==> src/rtl/parity_frame_pkg.sv <==
// rtl/parity_frame_pkg.sv - shared state type, line constants and parity helper for parity_frame_tx
package parity_frame_pkg;

  localparam int   PKG_DATA_W = 8;
  localparam int   FRAME_BITS = PKG_DATA_W + 3;
  localparam logic LINE_IDLE  = 1'b1;
  localparam logic START_LVL  = 1'b0;

  typedef enum logic [2:0] {
    IDLE,
    START,
    DATA,
    PARITY,
    STOP
  } state_t;

  // Callers zero-extend narrower words; extra zeros leave the XOR unchanged.
  function automatic logic parity_of(input logic [31:0] word);
    return ^word;
  endfunction

endpackage

==> src/rtl/parity_frame_baud_cnt.sv <==
// rtl/parity_frame_baud_cnt.sv - bit-period counter, one-cycle bit_tick on the last cycle of each bit
module parity_frame_baud_cnt #(
  parameter int BIT_CYC = 16,
  parameter int CNT_W   = 16
) (
  input  logic CK,
  input  logic RESET_N,
  input  logic clr,
  input  logic en,
  output logic bit_tick
);

  localparam logic [CNT_W-1:0] LAST = CNT_W'(BIT_CYC - 1);

  logic [CNT_W-1:0] cnt;

  assign bit_tick = en && (cnt == LAST);

  // Wrapping on bit_tick keeps cnt inside 0..BIT_CYC-1 at all times.
  always_ff @(posedge CK or negedge RESET_N) begin
    if (!RESET_N) begin
      cnt <= '0;
    end else if (clr) begin
      cnt <= '0;
    end else if (en) begin
      cnt <= bit_tick ? '0 : cnt + 1'b1;
    end
  end

endmodule

==> src/rtl/parity_frame_tx.sv <==
// rtl/parity_frame_tx.sv - framed serial transmitter with parity; PARITY_TX_ODD_EN selects odd parity
module parity_frame_tx #(
  parameter int DATA_W  = 8,
  parameter int BIT_CYC = 16,
  parameter int CNT_W   = 16
) (
  input  logic              CK,
  input  logic              RESET_N,
  input  logic [DATA_W-1:0] tx_data,
  input  logic              tx_valid,
  output logic              tx_ready,
  output logic              ser_out,
  output logic              busy,
  output logic              par_bit,
  output logic              frame_done
);

  import parity_frame_pkg::*;

  localparam int               IDX_W    = (DATA_W > 1) ? $clog2(DATA_W) : 1;
  localparam logic [IDX_W-1:0] IDX_LAST = IDX_W'(DATA_W - 1);

  state_t            state_q, state_d;
  logic [DATA_W-1:0] sreg_q, sreg_d;
  logic [IDX_W-1:0]  idx_q, idx_d;
  logic              par_q, par_d;
  logic              ser_q, ser_d;
  logic              word_par;
  logic              accept;
  logic              bit_tick;

  assign tx_ready   = (state_q == IDLE);
  assign busy       = (state_q != IDLE);
  assign accept     = tx_valid && tx_ready;
  assign frame_done = (state_q == STOP) && bit_tick;
  assign ser_out    = ser_q;
  assign par_bit    = par_q;

`ifdef PARITY_TX_ODD_EN
  assign word_par = ~parity_of(32'(tx_data));
`else
  assign word_par = parity_of(32'(tx_data));
`endif

  parity_frame_baud_cnt #(
    .BIT_CYC (BIT_CYC),
    .CNT_W   (CNT_W)
  ) u_baud (
    .CK       (CK),
    .RESET_N  (RESET_N),
    .clr      (accept),
    .en       (busy),
    .bit_tick (bit_tick)
  );

  always_comb begin
    state_d = state_q;
    sreg_d  = sreg_q;
    idx_d   = idx_q;
    par_d   = par_q;
    case (state_q)
      IDLE: begin
        if (accept) begin
          state_d = START;
          sreg_d  = tx_data;
          par_d   = word_par;
          idx_d   = '0;
        end
      end
      START: begin
        if (bit_tick) state_d = DATA;
      end
      DATA: begin
        if (bit_tick) begin
          if (idx_q == IDX_LAST) begin
            state_d = PARITY;
            idx_d   = '0;
          end else begin
            idx_d  = idx_q + 1'b1;
            sreg_d = sreg_q >> 1;
          end
        end
      end
      PARITY: begin
        if (bit_tick) state_d = STOP;
      end
      STOP: begin
        if (bit_tick) state_d = IDLE;
      end
      default: state_d = IDLE;
    endcase
  end

  // Line level is decoded from the next state so ser_out lines up with the state register.
  always_comb begin
    ser_d = LINE_IDLE;
    case (state_d)
      START:   ser_d = START_LVL;
      DATA:    ser_d = sreg_d[0];
      PARITY:  ser_d = par_d;
      default: ser_d = LINE_IDLE;
    endcase
  end

  always_ff @(posedge CK or negedge RESET_N) begin
    if (!RESET_N) begin
      state_q <= IDLE;
      sreg_q  <= '0;
      idx_q   <= '0;
      par_q   <= 1'b0;
      ser_q   <= LINE_IDLE;
    end else begin
      state_q <= state_d;
      sreg_q  <= sreg_d;
      idx_q   <= idx_d;
      par_q   <= par_d;
      ser_q   <= ser_d;
    end
  end

endmodule

==> config.mk <==
export PLATFORM = sky130hd
export DESIGN_NAME = parity_frame_tx
export DESIGN_NICKNAME = d
export VERILOG_FILES = /design/src/rtl/parity_frame_pkg.sv /design/src/rtl/parity_frame_baud_cnt.sv /design/src/rtl/parity_frame_tx.sv
export SDC_FILE = /design/constraint.sdc
export NUM_CORES = 1
export LEC_CHECK = 0
export ABC_AREA = 1
export CORE_ASPECT_RATIO = 1.1
export CORE_MARGIN = 3
export CORE_UTILIZATION = 40
export CTS_CLUSTER_DIAMETER = 50
export DETAILED_ROUTE_END_ITERATION = 8
export SKIP_CTS_REPAIR_TIMING = 1
export SYNTH_ARGS = -nofsm -noshare
export SYNTH_HDL_FRONTEND = slang
export SYNTH_SLANG_ARGS = --single-unit
==> constraint.sdc <==
create_clock -name CK -period 2.7 [get_ports CK]
set_clock_uncertainty 0.05 [all_clocks]
set_input_delay 0.27 -clock CK [delete_from_list [all_inputs] [get_ports CK]]
set_output_delay 0.27 -clock CK [all_outputs]
set_load 0.1 [all_outputs]
# Word level (Yosys, flattened, before mapping)
# Index checks and enable logic that the tools add are counted.
totals:
  register_bits: 32
  inputBits: 11
  output_inout_bits: 5
  word_cells: 52
op_classes:
  addsub: 2
  n_eq_ne: 12
  n_mux: 21
  reduce_logical: 10
ops:
  columns: ["cell", "n"]
  rows:
  - ["$mux 16", 3]
  - ["$reduce_xor 32->1", 1]
  - ["$mux 3", 9]
  - ["$mux 8", 3]
  - ["$add 16x1->16 const B", 1]
  - ["$eq 16x4->1 const B", 1]
  - ["$pmux 8 s2", 1]
  - ["$pmux 3 s5", 1]
  - ["$eq 3x2->1 const B", 4]
  - ["$eq 3x1->1 const B", 2]
  - ["$eq 3x3->1 const B", 2]
  - ["$pmux 3 s2", 1]
  - ["$ne 2x2->1 const B", 2]
  - ["$reduce_and 4->1", 1]
  - ["$reduce_bool 2->1", 2]
  - ["$add 3x1->3 const B", 1]
  - ["$logic_and 1x1->1", 3]
  - ["$logic_not 3->1", 1]
  - ["$pmux 1 s3", 1]
  - ["$reduce_and 3->1", 1]
  - ["$reduce_bool 3->1", 1]
  - ["$mux 1", 2]
  - ["$ne 2x1->1 const B", 1]

# Logic depth before layout (Yosys ltp)
depth:
  ltp_word: 6
  depth_mapped: 11
  ltp_nobuf: 11

# Cells and area by module
# Synthesis repeated with hierarchy kept, for this count alone.
unflattened:
  cells_unflattened: 299
  area_unflattened_um2: 2139.6
modules_own_cells:
  columns: ["module", "n_inst", "cells_per_inst", "area_per_inst_um2", "seq_area_each_um2"]
  rows:
  - ["parity_frame_baud_cnt", 1, 160, 1107.3, 400.4]
  - ["parity_frame_tx", 1, 139, 1032.2, 401.6]

# Worst setup path before layout
# No wires, ideal clock.
synth_timing:
  path_type: "reg-to-output"
  start: "register u_baud.cnt[0]"
  end: "output port frame_done"
  arrival_time_ps: 2330
  required_time_ps: 2380
  setup_slack_ps: 50
  path_stages_with_launch: 6
  n_path_buf: 0
  path_cell_list: "dfrtp_1 ha_1 nand3_4 nor2_8 nand2_4 nor2_1"
synth_between:
  elab_chain_len: 3
synth_lines:
  columns: ["element", "line_no", "rtl"]
  rows:
  - ["start: declaration", "parity_frame_baud_cnt.sv:15", "logic [CNT_W-1:0] cnt;"]
  - ["start signal: assignment", "parity_frame_baud_cnt.sv:26", "cnt <= bit_tick ? '0 : cnt + 1'b1;"]
  - ["$eq 16x4->1", "parity_frame_baud_cnt.sv:17", "assign bit_tick = en && (cnt == LAST);"]
  - ["$logic_and 1x1->1", "parity_frame_baud_cnt.sv:17", null]
  - ["$logic_and 1x1->1", "parity_frame_tx.sv:35", "assign frame_done = (state_q == STOP) && bit_tick;"]
  - ["end: declaration", "parity_frame_tx.sv:15", "output logic frame_done"]
# Every way passes these cells.

# Worst setup path after layout
# Same ends and word-level chain as after synthesis.

==> results.json <==
{
  "status": "completed",
  "drc_errors": 0,
  "synth_area_leaders": "dfrtp_1 37%, nand2_1 13%, inv_1 6.6%",
  "grt_pass1_wl_um": 7780,
  "worst_slew_pin_slew_ps": 480,
  "synth-edff-count": 0,
  "cp_slowest_stage_delay_ps": 410,
  "synth_most_common_cell": "nand2_1",
  "route.detailed.wl_per_inst_um": 12.3,
  "fp-row-count": 27,
  "place_congestion": 0.854,
  "antenna_cells": 0,
  "dp_hpwl_um": 3320,
  "finalSetupViolCount": 0,
  "whs_ps": 330,
  "rsz0062_at_grt": "no",
  "first_pass_iters": 5,
  "io_buffers": 15,
  "yosysWarnings": 0,
  "post-place-ws_ps": 832,
  "area_growth_pct": 15.1,
  "final_cell_area_um2": 2420,
  "synth-seq-cells": 32,
  "drt_iter0_drc": 97,
  "cp-end-kind": "output pin",
  "ios": 16,
  "synth.yosys.seq_area_share_pct": 38.2,
  "synth_cell_type_count": 34,
  "async_flop_share_pct": 100,
  "wirelength_um": 4370,
  "cts-buffers-inserted": 5,
  "max_freq_mhz": 457,
  "overflow": 0,
  "num_vias": 1782,
  "clk_pin_slew_worst_paths_ps": 70,
  "cts_root_buf": "clkbuf_8",
  "hp-class": "in2async",
  "p_per_area_nw_per_um2": 390,
  "die_x_um": 75.1,
  "grt_max_degree": 33,
  "fin_ws_ps": 514,
  "avgSynthCellArea_um2": 7.64,
  "cp_slowest_cell": "dfrtp_1",
  "grt_pass1_vias": 1768,
  "drive_gt1_share_pct": 14.8,
  "maxCapViolations": 0,
  "postSynthCellCount": 275,
  "syn-cell-area_um2": 2100,
  "fin_crit_sh_pct": 81.0,
  "synth_fp_nets": 289,
  "period_minus_slack_ps": 2190,
  "core_um2": 5030,
  "path_class": "reg2out",
  "clk_latency_ps": 280,
  "power_leakage_nw": 1.22,
  "ys.flop_type": "dfrtp_1",
  "cts_tree": "yes",
  "clock-sinks": 32,
  "initial_utilization_pct": 41.7,
  "cp-start-kind": "register",
  "max_slew_margin_pct": 67.7,
  "antenna_found_initial": 0,
  "cts_buffer_depth": 2,
  "peakVddDrop_uv": 179,
  "cts_max_level": 2,
  "hold_violations": 0,
  "cp_max_fo": 6,
  "nNetsFinal": 311,
  "viasPerCell": 5.01,
  "crit_chain": "ha_1 -> nand3_4 -> nor2_8 -> nand2_4 -> nor2_1 -> buf_12",
  "placed_area_um2": 2330,
  "die_y_um": 82.0,
  "synth_top_area_share_pct": 36.9,
  "synth_common_cells": "72 x nand2_1, 37 x inv_1, 31 x dfrtp_1",
  "postRouteAntennaNets": 0,
  "synth_top_cell_by_area": "dfrtp_1",
  "num-fill-cells": 501,
  "crit_arrival_ps": 1870,
  "fp.dieArea_um2": 6160,
  "fin_setup_tns_ps": 0,
  "drv_slew": 0,
  "critical_path_required_ps": 2380,
  "track_usage_pct": 16.5
}
[cell families (layout without fill, tap and decap cells)]
group | Yosys count | after routing | share of synthesized area (%)
compound gates | 35 | 35 | 10.9
fa+ha+maj | 3 | 3 | 1.79
buf+inv | 42 | 65 | 7.80
xor+xnor | 8 | 8 | 3.34
simple gates | 155 | 155 | 38.0
flops | 32 | 32 | 38.2
[sequential cells by signal (all words and copies together) (netlist names)]
| name | count |
|---|---|
| sreg_q | 8 |
| idx_q | 3 |
| par_bit | 1 |
| ser_out | 1 |
| u_baud.cnt | 16 |
| state_q | 3 |
[critical path: cells and delay by family (launching register included)]
| kind | cells | cell delay (ps) |
|---|---|---|
| and+or+nand+nor | 4 | 650 |
| adders and majority gates | 1 | 310 |
| DFF | 1 | 410 |
| buffers and inverters | 1 | 200 |
[worst paths after layout]
path,startpoint,to,slack [ps],cells past startpoint
max in group asynchronous,RESET_N,ser_out$_DFF_PN1_,1930,2
setup / recovery,u_baud.cnt[0]$_DFFE_PN0N_,frame_done,510,6
min in group CK,sreg_q[7]$_DFFE_PN0P_,sreg_q[7]$_DFFE_PN0P_,450,2
setup reg to reg,u_baud.cnt[0]$_DFFE_PN0N_,u_baud.cnt[14]$_DFFE_PN0N_,910,8
hold reg to reg,sreg_q[7]$_DFFE_PN0P_,sreg_q[7]$_DFFE_PN0P_,450,2
hold / removal,RESET_N,u_baud.cnt[4]$_DFFE_PN0N_,330,2
[per-stage QoR]
step,power [mW],std cells,util [%]
2_1_floorplan,0.532,275,-
3_3_place_gp,0.569,348,46.2
3_5_place_dp,0.570,348,46.2
4_1_cts,0.958,356,48.0
5_1_grt,0.991,356,48.0
6_report,0.942,356,48.0
[cell usage in the layout (no fill, tap or decap), types with 3 or more instances in the layout]
cell / Yosys / final
nand2_1: 72 / 72
inv_1: 37 / 37
dfrtp_1: 31 / 31
nand3_1: 26 / 26
nor2_1: 19 / 19
clkdlybuf4s50_1: 0 / 10
o21ai_0: 9 / 9
o211ai_1: 8 / 8
o22ai_1: 8 / 8
nor3_1: 7 / 7
xor2_1: 7 / 7
nand4_1: 6 / 6
nand2_2: 6 / 6
clkbuf_8: 0 / 6
buf_4: 0 / 5
nor2_4: 4 / 4
a21oi_1: 4 / 4
nand2_4: 3 / 3
nor2_8: 3 / 3
ha_1: 3 / 3
[power by group]
group / total (mW) / internal [mW] / switching, mW
Clock: 0.383 / 0.203 / 0.180
Sequential: 0.484 / 0.482 / 0.00154
Combinational: 0.0754 / 0.0278 / 0.0477
Total: 0.942 / 0.713 / 0.229
[final cells by class]
type                            count  area [um^2]  share of cell area (%)
Clock buffer                        6         82.6                    3.41
Sequential cell                    32          802                    33.2
Clock inverter                      2         10.0                   0.414
Timing Repair Buffer               16          158                    6.52
Inverter                           41          159                    6.57
Multi-Input combinational cell    201         1130                    46.9
Tap cell                           58         72.6                    3.00
[layer usage]
metal | track usage, % | wire, um | vias to the layer above
li1 | - | - | 939
met1 | 19.6 | 1990 | 805
met2 | 28.4 | 2180 | 30
met3 | 3.55 | 118 | 8
met4 | 6.58 | 82 | 0
met5 | 0 | 0 | -
(Power assumes the default switching activity.)
